File: config.mk
export PLATFORM = sky130hd
export DESIGN_NAME = sub_arbiter
export DESIGN_NICKNAME = d
export VERILOG_FILES = /design/src/rtl/sub_arbiter.sv
export SDC_FILE = /design/constraint.sdc
export NUM_CORES = 1
export LEC_CHECK = 0
export BUFFER_PORTS_ARGS = -buffer_cell sky130_fd_sc_hd__buf_2
export CORE_AREA = 2 2 345 347
export CTS_CLUSTER_SIZE = 10
export DETAILED_ROUTE_END_ITERATION = 10
export DIE_AREA = 0 0 347 349
export PLACE_DENSITY = 0.3
export SETUP_SLACK_MARGIN = 0.3
export SLEW_MARGIN = 5
export SYNTH_ARGS = -nofsm -noshare
export SYNTH_HDL_FRONTEND = slang
export SYNTH_SLANG_ARGS = --single-unit
File: constraint.sdc
create_clock -name clk_i -period 7.85 [get_ports clk_i]
set_clock_uncertainty 0.15 [all_clocks]
set_input_delay 1.57 -clock clk_i [delete_from_list [all_inputs] [get_ports clk_i]]
set_output_delay 1.57 -clock clk_i [all_outputs]
set_load 0.02 [all_outputs]
File: src/rtl/sub_arbiter.sv
// sub_arbiter: round-robin sharing of one 3-lane subtract unit between two requesters,
// with in-order result routing. Define SUB_ARB_STATS_EN to add per-requester grant counters.
module sub_arbiter #(
  parameter int MAX_OUTSTANDING = 8,
  parameter int DATA_WIDTH      = 32
) (
  input  logic                       clk_i,
  input  logic                       rst_ni,
  input  logic [2:0][DATA_WIDTH-1:0] req0_x_i,
  input  logic [2:0][DATA_WIDTH-1:0] req0_y_i,
  input  logic                       req0_empty_i,
  output logic                       req0_rd_en_o,
  input  logic [2:0][DATA_WIDTH-1:0] req1_x_i,
  input  logic [2:0][DATA_WIDTH-1:0] req1_y_i,
  input  logic                       req1_empty_i,
  output logic                       req1_rd_en_o,
  output logic [2:0][DATA_WIDTH-1:0] sub_x_o,
  output logic [2:0][DATA_WIDTH-1:0] sub_y_o,
  output logic                       sub_empty_o,
  input  logic                       sub_rd_en_i,
  input  logic [2:0][DATA_WIDTH-1:0] sub_out_i,
  input  logic                       sub_out_empty_i,
  output logic                       sub_out_rd_en_o,
  output logic [2:0][DATA_WIDTH-1:0] res0_dout_o,
  output logic                       res0_wr_en_o,
  input  logic                       res0_full_i,
  output logic [2:0][DATA_WIDTH-1:0] res1_dout_o,
  output logic                       res1_wr_en_o,
  input  logic                       res1_full_i
`ifdef SUB_ARB_STATS_EN
  ,
  output logic [31:0]                grant_cnt0_o,
  output logic [31:0]                grant_cnt1_o
`endif
);
  localparam int PW = $clog2(MAX_OUTSTANDING);
  localparam int CW = PW + 1;
  typedef enum logic {IDLE, WRITE} state_e;
  state_e                       state_q;
  logic                         last_grant_q, tgt_q;
  logic [CW-1:0]                count_q, count_d;
  logic [PW-1:0]                wr_ptr_q, rd_ptr_q;
  logic [MAX_OUTSTANDING-1:0]   tag_q;
  logic [2:0][DATA_WIDTH-1:0]   res0_dout_q, res1_dout_q;
  logic                         both, sel, accept, pop, head;
  assign both    = !req0_empty_i && !req1_empty_i;
  assign sel     = both ? !last_grant_q : (req0_empty_i && !req1_empty_i);
  // reset is folded in so the unit sees an empty source while rst_ni is low
  assign sub_empty_o  = !rst_ni || (req0_empty_i && req1_empty_i) || count_q == CW'(MAX_OUTSTANDING);
  assign accept       = sub_rd_en_i && !sub_empty_o;
  assign req0_rd_en_o = accept && !sel;
  assign req1_rd_en_o = accept && sel;
  assign sub_x_o      = sel ? req1_x_i : req0_x_i;
  assign sub_y_o      = sel ? req1_y_i : req0_y_i;
  assign head         = tag_q[rd_ptr_q];
  assign pop          = state_q == IDLE && !sub_out_empty_i && count_q != '0;
  assign sub_out_rd_en_o = pop;
  assign res0_wr_en_o = state_q == WRITE && !tgt_q && !res0_full_i;
  assign res1_wr_en_o = state_q == WRITE && tgt_q && !res1_full_i;
  assign res0_dout_o  = res0_dout_q;
  assign res1_dout_o  = res1_dout_q;
  assign count_d      = count_q + CW'(accept) - CW'(pop);
  always_ff @(posedge clk_i or negedge rst_ni) begin
    if (!rst_ni) begin
      state_q      <= IDLE;
      last_grant_q <= 1'b1;
      tgt_q        <= 1'b0;
      count_q      <= '0;
      wr_ptr_q     <= '0;
      rd_ptr_q     <= '0;
      tag_q        <= '0;
      res0_dout_q  <= '0;
      res1_dout_q  <= '0;
    end else begin
      count_q <= count_d;
      if (accept) begin
        tag_q[wr_ptr_q] <= sel;
        wr_ptr_q        <= wr_ptr_q + 1'b1;
        last_grant_q    <= sel;
      end
      if (pop) begin
        rd_ptr_q <= rd_ptr_q + 1'b1;
        tgt_q    <= head;
        state_q  <= WRITE;
        if (head) res1_dout_q <= sub_out_i;
        else      res0_dout_q <= sub_out_i;
      end else if (res0_wr_en_o || res1_wr_en_o) begin
        state_q <= IDLE;
      end
    end
  end
`ifdef SUB_ARB_STATS_EN
  logic [31:0] grant_cnt0_q, grant_cnt1_q;
  assign grant_cnt0_o = grant_cnt0_q;
  assign grant_cnt1_o = grant_cnt1_q;
  always_ff @(posedge clk_i or negedge rst_ni) begin
    if (!rst_ni) begin
      grant_cnt0_q <= '0;
      grant_cnt1_q <= '0;
    end else begin
      grant_cnt0_q <= grant_cnt0_q + 32'(req0_rd_en_o);
      grant_cnt1_q <= grant_cnt1_q + 32'(req1_rd_en_o);
    end
  end
`endif
endmodule

# Yosys cells after proc, flatten, opt, wreduce, memory -nomap -nowiden
# Cells that the tools add are included.
# Widths: inputs -> output; s select.
[totals]
reg_bits = 213
in_bits = 488
output_inout_bits = 390
[classes]
add_sub_neg = 4
order_cmp = 3
eq_ne = 1
n_mux = 10
n_bitwise = 2
n_reduce_logical = 30
[op_table]
columns = ["op", "count"]
rows = [
  ["$mux 96", 2],
  ["$logic_and 1x1->1", 13],
  ["$logic_not 1->1", 10],
  ["$bwmux 8", 1],
  ["$lt 3x4->1 const B", 2],
  ["$add 3x1->3 const B", 2],
  ["$mux 1", 5],
  ["$add 4x1->4", 1],
  ["$eq 4x4->1 const B", 1],
  ["$reduce_and 2->1", 2],
  ["$reduce_bool 4->1", 1],
  ["$sub 4x1->4", 1],
  ["$bmux 1 s3", 1],
  ["$demux 1 s3", 1],
  ["$ge 3x1->1 const B", 1],
  ["$logic_or 1x1->1", 3],
  ["$not 1->1", 2],
  ["$reduce_bool 2->1", 1],
]

# Longest topological paths before layout
# Gate-level depths: netlist (run 1).
[logic_depth]
word_depth = 7
mapped_depth = 10
mapped_depth_nobuf = 10

# Worst setup path after synthesis (run 1)
# OpenSTA, ideal clock, no wires.
[synth_timing]
path_type = "input to output"
start = "input port req0_empty_i"
end = "output port sub_y_o[14] (netlist name)"
t_arrival_ns = 2.858
path_slack_ns = 3.272
path_stages = 5
cell_sequence = "inv_1 > a21oi_1 > clkbuf_1 > clkbuf_1 > mux2_2"
[synth_rtl]
columns = ["item", "line_no", "rtl"]
rows = [
  ["start: declaration", "11", "input logic req0_empty_i,"],
  ["end: declaration", "18", "output logic [2:0][DATA_WIDTH-1:0] sub_y_o,"],
]

==> results.py, run 1 <==
metrics = {
    "floorplanning": {
        "die_y_um": 349,
        "core-area_mm2": 0.117,
        "die_area_mm2": 0.121,
        "die_w_um": 347,
        "rows": 126,
        "start_util_pct": 8.95,
        "boundaryPins": 878,
    },
    "clock_network": {
        "h-tree-depth": 1,
        "cts_buffer_depth": 3,
        "cts_root_buf": "clkbuf_16",
        "post_cts_resized": 0,
        "clkLatencyLatePin_ns": 0.55,
        "clk_transition_reported_paths_ns": 0.06,
        "cts-hold-fix-buffers": 0,
        "cts_tree": "yes",
        "clock_sinks": 213,
        "numCtsBuffers": 27,
        "cts_setup_buffers": 0,
    },
    "power_and_ir_drop": {
        "powerDensity_mw_per_mm2": 356,
        "leakage_uw": 0.00830,
        "ir_drop_mv": 0.112,
    },
    "logic_synthesis": {
        "ys_types": 33,
        "synth_largest_area_cell": "dfrtp_1",
        "synth-edff-count": 0,
        "yosys_warnings": 0,
        "avgSynthCellArea_um2": 14.6,
        "synth_area_mm2": 0.0105,
        "synthFlopType": "dfrtp_1",
        "synth_area_leaders": "dfrtp_1 (50%), mux2_2 (38%), mux2_1 (4.0%)",
        "ys_seq_area_share_pct": 50.7,
        "syn_nets": 1215,
        "ys_ff_latch": 213,
        "synthArstFlopShare_pct": 100,
        "synth_top_area_share_pct": 50.5,
        "syn_inst": 718,
    },
    "critical_path": {
        "cp-start-kind": "input port",
        "setup.worst_path.start": "req0_empty_i",
        "r2r-start": "rd_ptr_q[0]$_DFFE_PN0P_",
        "end_kind": "output port",
        "cp_max_fo": 40,
        "crit_required_ns": 6.13,
        "worstPathArrival_ns": 3.76,
        "crit_type": "in -> out",
    },
    "global_route": {
        "grt_pass1_vias": 10600,
        "groute.usage.overall_pct": 10.1,
        "grt_max_degree": 90,
        "grt_pass1_wl_mm": 86.0,
        "grt_overflow": 0,
        "antenna_found_initial": 23,
    },
    "timing": {
        "setup_viol": 0,
        "post-route-period-util_pct": 69.8,
        "slew_viol_final": 0,
        "hold_viol": 0,
        "timing.final.ws_setup_ns": 2.37,
        "rsz0062_at_grt": "no",
        "min_period_ns": 5.48,
        "tns_ns": 0,
        "max_slew_margin_pct": 37.4,
        "fmax_mhz": 183,
        "worst_slew_pin_slew_ns": 0.937,
    },
    "detailed_routing": {
        "remaining_drc_errors": 0,
        "via_per_inst": 3.08,
        "wl_mm": 64.5,
        "wl_per_cell_um": 20.5,
        "firstDrtPassIters": 5,
        "postRouteAntennaNets": 0,
        "vias": 9688,
        "drt_iter0_markers": 431,
    },
    "place": {
        "dp_slack_ns": 2.29,
        "hpwl_mm": 55.5,
        "globalplace.congestion": 0.959,
        "port_buffers": 877,
        "place_inst": 3103,
    },
    "layout": {
        "drive_above_1_share_pct": 80.5,
        "fin_util_pct": 14.9,
        "instances_no_fill": 3145,
        "area_delta_synth_final_pct": 66.8,
        "fin_nets": 2093,
        "num-fill-cells": 13300,
    },
    "worst_hold_path": {
        "hp-class": "reg -> reg",
        "hold_start": "res0_dout_o[79]$_DFFE_PN0P_",
    },
    "run": {
        "maxCapViolations": 0,
    },
    "run_status": {
        "status": "finished clean",
    },
}
==> area by class of cell <==
| type | instances | area, µm² | area share (%) |
|---|---|---|---|
| Timing Repair Buffer | 892 | 4520 | 25.8 |
| Tap cell | 1536 | 1920 | 11.0 |
| Multi-Input combinational cell | 452 | 4920 | 28.0 |
| Inverter | 10 | 37.5 | 0.214 |
| Clock inverter | 4 | 48.8 | 0.278 |
| Sequential cell | 213 | 5330 | 30.4 |
| Antenna cell | 5 | 12.5 | 0.0714 |
| Clock buffer | 33 | 738 | 4.21 |
==> state kept, by name (all words and copies together), names as in the netlist <==
signal	cells
tgt_q	1
last_grant_q	1
tag_q	8
res0_dout_o	96
state_q	1
res1_dout_o	96
wr_ptr_q	3
count_q	4
rd_ptr_q	3
==> worst paths after layout <==
kind                       cells after the start  slack [ns]                           to
max                                            6        2.37                  sub_y_o[82]
min                                            1        0.33  res0_dout_o[79]$_DFFE_PN0P_
max reg2reg                                    5        4.64  res0_dout_o[25]$_DFFE_PN0P_
min reg2reg                                    1        0.33  res0_dout_o[79]$_DFFE_PN0P_
max in group asynchronous                      3        5.12  res0_dout_o[44]$_DFFE_PN0P_
min in group asynchronous                      1        0.72  res1_dout_o[28]$_DFFE_PN0P_
==> cells in the final DEF, fill, tap and decap left out, types with 2 or more instances in the layout <==
master,instances
dfrtp_1,212
ha_1,8
buf_4,14
a21o_1,2
nor3_1,5
nand3b_1,2
xnor2_1,5
mux2i_1,3
nand2b_1,2
clkbuf_16,27
nand4_1,2
mux2_2,357
clkbuf_8,4
buf_2,876
nand2_1,5
clkinv_2,2
nor2_1,9
clkbuf_1,2
mux2_1,37
inv_1,10
diode_2,5
==> layer usage <==
layer  GRT usage, %  part of all wire [%]
met1           10.9                    37
met2           18.2                    52
met3           3.25                   8.2
met4           3.56                   3.3
met5              0                  0.16
==> power breakdown <==
part / internal (µW) / switching, µW
logic: 1290 / 1840
clock network: 683 / 475
registers: 1670 / 279
total: 3650 / 2600
==> worst max-delay path, cell delays in order <==
cell and delay, ns:
buf_2 0.16, inv_1 0.10, a21oi_4 0.74, buf_4 0.57, mux2_2 0.41, buf_2 0.17
==> synth_stat cells (2+ instances only) <==
cell,number
nor3_1,5
nand4_1,2
buf_2,11
inv_1,10
nand2b_1,2
nand2_1,5
clkbuf_1,22
mux2_2,357
buf_6,8
nor2_1,9
a21o_1,2
mux2i_1,3
xnor2_1,5
dfrtp_1,212
nand3b_1,2
a21oi_1,2
buf_4,2
ha_1,8
mux2_1,37
==> stage by stage <==
stage                     hold slack, ns  total power, µW  instance area [µm²]
after floorplan                    0.330             3920                10500
after global placement             0.314             5170                16700
after detailed placement           0.324             5210                16700
after CTS                          0.336             6430                17500
after global routing               0.351             6670                17500
final                              0.329             6250                17500
==> cell families after synthesis <==
kind of cell / Yosys count / share of synthesized area [%]
adder cells (fa/ha/maj): 9 / 1.14
AO/OA/AOI/OAI: 9 / 0.810
AND/OR/NAND/NOR: 30 / 1.49
XOR/XNOR: 6 / 0.500
multiplexers: 398 / 42.7
flip-flops: 213 / 50.7
buffers and inverters: 53 / 2.67
(Power assumes the default switching activity.)
==> run 2, diff against run 1 <==
clock period = 4.65 ns   (was 7.85 ns; I/O delays follow)
==> run 2 against run 1 <==
  * Hold slack worse by 0.0040 ns
  * Sequential cell count is the same
  * Via count rose by 1.5%
  * Sequential power up 69%
  * Non-clock buffer count down 1
  * First-iteration DRC count fell by 30%
  * Clock-buffer cell count stayed put
  * Cell area increased by 0.66%
  * Combinational power is 69% higher
  * Routed wire length is 4.2% higher
  * Critical path depth unchanged
==> results.py, run 2 (synthesis gave the netlist of run 1 again) <==
metrics = {
    "critical_path": {
        "crit_slowest_cell": "mux2_2",
        "crit_chain": "buf_2, inv_1, a21oi_4, buf_12, mux2_2, buf_2",
        "reg2reg_setup_slack_ns": 1.63,
        "end_kind": "output port",
        "worst_path_most_repeated_cell": "buf_2",
        "cp_max_fo": 92,
        "cp-start-kind": "input port",
        "crit_type": "in -> out",
        "worstPathArrival_ns": 2.59,
        "crit_required_ns": 3.57,
        "max_stage_delay_ns": 0.44,
    },
    "clock_network": {
        "cts_root_buf": "clkbuf_16",
        "numCtsBuffers": 28,
        "clk_transition_reported_paths_ns": 0.06,
        "clkLatencyLatePin_ns": 0.57,
        "h-tree-depth": 1,
        "clock_sinks": 213,
        "cts_tree": "yes",
        "cts_setup_buffers": 0,
        "cts-hold-fix-buffers": 0,
        "post_cts_resized": 0,
        "cts_buffer_depth": 3,
    },
    "power_and_ir_drop": {
        "p_int_uw": 6290,
        "pwr-share-comb_pct": 49.8,
        "switching_share_pct": 41.2,
        "clockPowerShare_pct": 19.4,
        "ir_drop_mv": 0.210,
        "leakage_uw": 0.00834,
        "powerDensity_mw_per_mm2": 606,
        "p_switching_uw": 4400,
        "power_frac_seq_pct": 30.9,
    },
    "timing": {
        "tns_ns": 0,
        "max_slew_margin_pct": 37.1,
        "fmax_mhz": 273,
        "worst_slew_pin_slew_ns": 0.944,
        "post-route-period-util_pct": 78.8,
        "rsz0062_at_grt": "no",
        "whs_ns": 0.325,
        "min_period_ns": 3.67,
        "hold_viol": 0,
        "setup_viol": 0,
        "slew_viol_final": 0,
    },
    "run_status": {
        "status": "finished clean",
    },
    "global_route": {
        "grt_pass1_wl_mm": 88.8,
        "grt_max_degree": 93,
        "groute.usage.overall_pct": 10.4,
        "grt_pass1_vias": 10800,
        "grt_overflow": 0,
        "antenna_found_initial": 35,
    },
    "layout": {
        "area_delta_synth_final_pct": 67.9,
        "fin_nets": 2093,
        "layout_common_cells": "buf_2 (876), mux2_2 (357), dfrtp_1 (212)",
        "drive_above_1_share_pct": 80.5,
        "mostFrequentLayoutCell": "buf_2",
    },
    "floorplanning": {
        "boundaryPins": 878,
        "core-area_mm2": 0.117,
        "die_w_um": 347,
        "rows": 126,
        "die_y_um": 349,
        "start_util_pct": 8.95,
        "die_area_mm2": 0.121,
    },
    "detailed_routing": {
        "remaining_drc_errors": 0,
        "postRouteAntennaNets": 0,
        "vias": 9830,
        "via_per_inst": 3.12,
        "wl_per_cell_um": 21.3,
        "drt_iter0_markers": 303,
        "wl_mm": 67.2,
        "firstDrtPassIters": 4,
    },
    "place": {
        "globalplace.congestion": 0.986,
        "port_buffers": 877,
        "hpwl_mm": 58.5,
    },
    "worst_hold_path": {
        "hp-class": "reg -> reg",
    },
    "run": {
        "maxCapViolations": 0,
    },
}
-- run 2: final cells by class --
type | instances | area, µm²
fillers | 13300 | 99800
flip-flops and latches | 213 | 5330
multi-input cells | 452 | 4920
repair buffers | 891 | 4570
well taps | 1536 | 1920
clock buffers | 33 | 761
clock inverters | 7 | 93.8
inverters | 10 | 37.5
diodes | 7 | 17.5
-- run 2: final timing paths --
| check | startpoint | end | cells after the start |
|---|---|---|---|
| min in group asynchronous | rst_ni | res1_dout_o[49]$_DFFE_PN0P_ | 2 |
| setup / recovery | req0_empty_i | sub_x_o[35] | 6 |
| hold / removal | res0_dout_o[36]$_DFFE_PN0P_ | res0_dout_o[36]$_DFFE_PN0P_ | 1 |
| setup reg to reg | count_q[2]$_DFF_PN0_ | count_q[2]$_DFF_PN0_ | 11 |
| hold reg to reg | res0_dout_o[36]$_DFFE_PN0P_ | res0_dout_o[36]$_DFFE_PN0P_ | 1 |
| max in group asynchronous | rst_ni | res1_dout_o[4]$_DFFE_PN0P_ | 3 |
-- run 2: power by group through the flow --
stage | sequential, µW | clock, µW | combinational, µW
global route | 3440 | 2270 | 5670
global placement | 3310 | 0 | 5430
detailed placement | 3350 | 0 | 5460
floorplan | 4370 | 0 | 2250
finish | 3300 | 2070 | 5320
CTS | 3320 | 2190 | 5470
-- run 2: critical path: cells and delay by family --
family	cells	cell delay [ns]
buf+inv	4	0.73
compound gates	1	0.31
mux	1	0.44
-- run 2: metal layers --
layer	vias to the layer above	wire length [µm]	global-route usage [%]	share of wire (%)
met5	-	172	0	0.26
met4	26	1470	2.47	2.2
met3	98	5490	3.49	8.2
met2	501	36200	20.0	54
met1	4848	23900	10.9	35
li1	4357	-	-	-
-- run 2: metrics by stage --
step                      worst slack [ns]  instance area [µm²]  instances  util [%]  power (µW)
after floorplan                       1.35                10500        718         -        6620
after global placement               0.795                16800       3102      14.3        8730
after detailed placement             0.901                16800       3102      14.3        8810
after CTS                            0.950                17600       3142      15.0       11000
after global routing                 0.928                17600       3146      15.0       11400
final                                0.984                17600       3149      15.0       10700
==> run 3, diff against run 2 <==
CORE_AREA = 2 2 337 339   (was 2 2 345 347)
DIE_AREA = 0 0 339 341   (was 0 0 347 349)
clock period = 3.7 ns   (was 4.65 ns; I/O delays follow)
==> run 3 against run 2 <==
  * Core utilization is 0.72 points higher
  * Via count is 0.90% lower
  * Critical endpoint is now sub_x_o[5]
  * Non-clock buffer count is 9 higher
  * Routed wire length is 2.8% lower
  * Critical path depth is 1 lower
  * Global-route usage is 0.21 points higher
  * Clock power is 16% higher
  * Highest routed layer unchanged
  * Critical path type is now reg -> out
==> results.py, run 3 (synthesis gave the netlist of run 1 again) <==
metrics = {
    "worst_hold_path": {
        "hp-class": "in -> async",
    },
    "floorplanning": {
        "start_util_pct": 9.39,
        "rows": 123,
        "die_area_mm2": 0.116,
        "die_y_um": 341,
        "core-area_mm2": 0.112,
        "die_w_um": 339,
        "boundaryPins": 878,
    },
    "global_route": {
        "grt_pass1_vias": 10700,
        "grt_pass1_wl_mm": 86.9,
        "grt_max_degree": 84,
        "grt_overflow": 0,
        "antenna_found_initial": 44,
        "groute.usage.overall_pct": 10.7,
    },
    "layout": {
        "area_delta_synth_final_pct": 67.6,
        "layout_common_cells": "buf_2 (876), mux2_2 (357), dfrtp_1 (212)",
        "fin_nets": 2101,
        "drive_above_1_share_pct": 80.4,
        "mostFrequentLayoutCell": "buf_2",
        "instances_no_fill": 3124,
        "fin_util_pct": 15.7,
        "fin_area_mm2": 0.0176,
    },
    "timing": {
        "hold_viol": 0,
        "setup_viol": 0,
        "rsz0062_at_grt": "no",
        "fmax_mhz": 310,
        "min_period_ns": 3.23,
        "post-route-period-util_pct": 87.3,
        "tns_ns": 0,
        "worst_slew_pin_slew_ns": 1.13,
        "slew_viol_final": 0,
        "timing.final.ws_setup_ns": 0.470,
        "max_slew_margin_pct": 24.5,
    },
    "critical_path": {
        "crit_required_ns": 2.81,
        "max_stage_delay_ns": 0.42,
        "r2r-start": "count_q[2]$_DFF_PN0_",
        "reg2reg_depth": 11,
        "worstPathArrival_ns": 2.34,
        "crit_slowest_cell": "mux2_2",
        "crit_chain": "a21oi_4, buf_12, buf_12, mux2_2, buf_2",
        "path_buf_inv": 3,
        "worst_path_most_repeated_cell": "buf_12",
        "cp_max_fo": 36,
        "reg2reg_to": "count_q[2]$_DFF_PN0_",
        "cp-start-kind": "flip-flop",
        "reg2reg_setup_slack_ns": 0.92,
        "crit_type": "reg -> out",
        "path_delay_family": "buffers and inverters",
        "end_kind": "output port",
    },
    "detailed_routing": {
        "postRouteAntennaNets": 0,
        "drt-met1-wl_mm": 21.7,
        "via_per_inst": 3.12,
        "remaining_drc_errors": 0,
        "wl_per_cell_um": 20.9,
        "vias": 9742,
        "drt_iter0_markers": 194,
        "wl_mm": 65.3,
        "wl_met3_mm": 6.02,
        "dr_wl_met2_mm": 34.1,
        "firstDrtPassIters": 4,
        "dr.max_layer_used": "met5",
    },
    "power_and_ir_drop": {
        "switching_share_pct": 41.6,
        "ir_drop_mv": 0.270,
        "power_frac_seq_pct": 31.4,
        "powerDensity_mw_per_mm2": 753,
        "clockPowerShare_pct": 18.1,
        "p_int_uw": 7750,
        "pwr-share-comb_pct": 50.5,
        "p_switching_uw": 5520,
        "leakage_uw": 0.00835,
    },
    "clock_network": {
        "cts_tree": "yes",
        "clock_sinks": 213,
        "cts_setup_buffers": 0,
        "post_cts_resized": 0,
        "h-tree-depth": 1,
        "cts-hold-fix-buffers": 0,
        "numCtsBuffers": 27,
        "cts_root_buf": "clkbuf_16",
        "cts_buffer_depth": 3,
        "clk_transition_reported_paths_ns": 0.06,
        "clkLatencyLatePin_ns": 0.55,
    },
    "place": {
        "dpl_cell_area_mm2": 0.0168,
        "globalplace.congestion": 0.954,
        "port_buffers": 877,
        "dp_slack_ns": 0.544,
        "hpwl_mm": 56.6,
        "place_inst": 3075,
    },
    "run": {
        "maxCapViolations": 0,
    },
    "run_status": {
        "status": "finished clean",
    },
}
-- run 3: cell types whose count changed in the layout (fill, tap and decap cells not counted) --
cell / before / now
buf_12: 5 / 7
inv_6: 1 / 0
buf_4: 9 / 16
clkinvlp_4: 2 / 1
clkinv_2: 2 / 3
clkbuf_1: 2 / 5
diode_2: 7 / 9
bufinv_16: 2 / 0
clkbuf_8: 2 / 4
clkbuf_16: 29 / 27
-- run 3: how the worst max path moves through the flow --
stage	startpoint	to	slack, ns	depth (start not counted)
floorplan	req0_empty_i	sub_y_o[14]	0.78	5
global placement	req0_empty_i	sub_x_o[5]	0.54	7
detailed placement	req0_empty_i	sub_x_o[2]	0.54	7
CTS	last_grant_q$_DFFE_PN1P_	sub_x_o[2]	0.38	5
global route	count_q[2]$_DFF_PN0_	req1_rd_en_o	0.30	7
finish	last_grant_q$_DFFE_PN1P_	sub_x_o[5]	0.47	5
-- run 3: area by class of cell --
| cell class | count | area (µm²) |
|---|---|---|
| Multi-Input combinational cell | 452 | 4920 |
| Tap cell | 1500 | 1880 |
| Antenna cell | 9 | 22.5 |
| Fill cell | 12700 | 94300 |
| Sequential cell | 213 | 5330 |
| Clock buffer | 36 | 749 |
| Clock inverter | 4 | 22.5 |
| Inverter | 10 | 37.5 |
| Timing Repair Buffer | 900 | 4660 |
-- run 3: metal layers --
metal | GRT usage (%) | up-vias
li1 | - | 4378
met1 | 10.2 | 4700
met2 | 19.6 | 474
met3 | 4.42 | 144
met4 | 5.34 | 46
met5 | 0 | -
-- run 3: worst reg2reg max path, stage by stage, from the launching register on --
cell and delay (ns):
dfrtp_1 0.36, inv_1 0.10, ha_1 0.17, or3b_2 0.53
nand3_1 0.14, buf_4 0.19, ha_1 0.25, inv_1 0.06
ha_1 0.16, inv_1 0.06, fa_1 0.38, xnor2_1 0.13
-- run 3: metrics by stage --
stage / hold WS, ns / power, µW
CTS: 0.106 / 13600
global route: 0.132 / 14100
detailed placement: 0.319 / 11100
finish: 0.132 / 13300
global placement: 0.315 / 11000
floorplan: 0.294 / 8320
-- run 3: power by group through the flow --
stage | Combinational, µW | Clock (µW) | Sequential, µW
after detailed placement | 6890 | 0 | 4230
after global routing | 7140 | 2640 | 4330
final | 6710 | 2400 | 4160
after CTS | 6900 | 2550 | 4190
after floorplan | 2830 | 0 | 5490
after global placement | 6850 | 0 | 4190
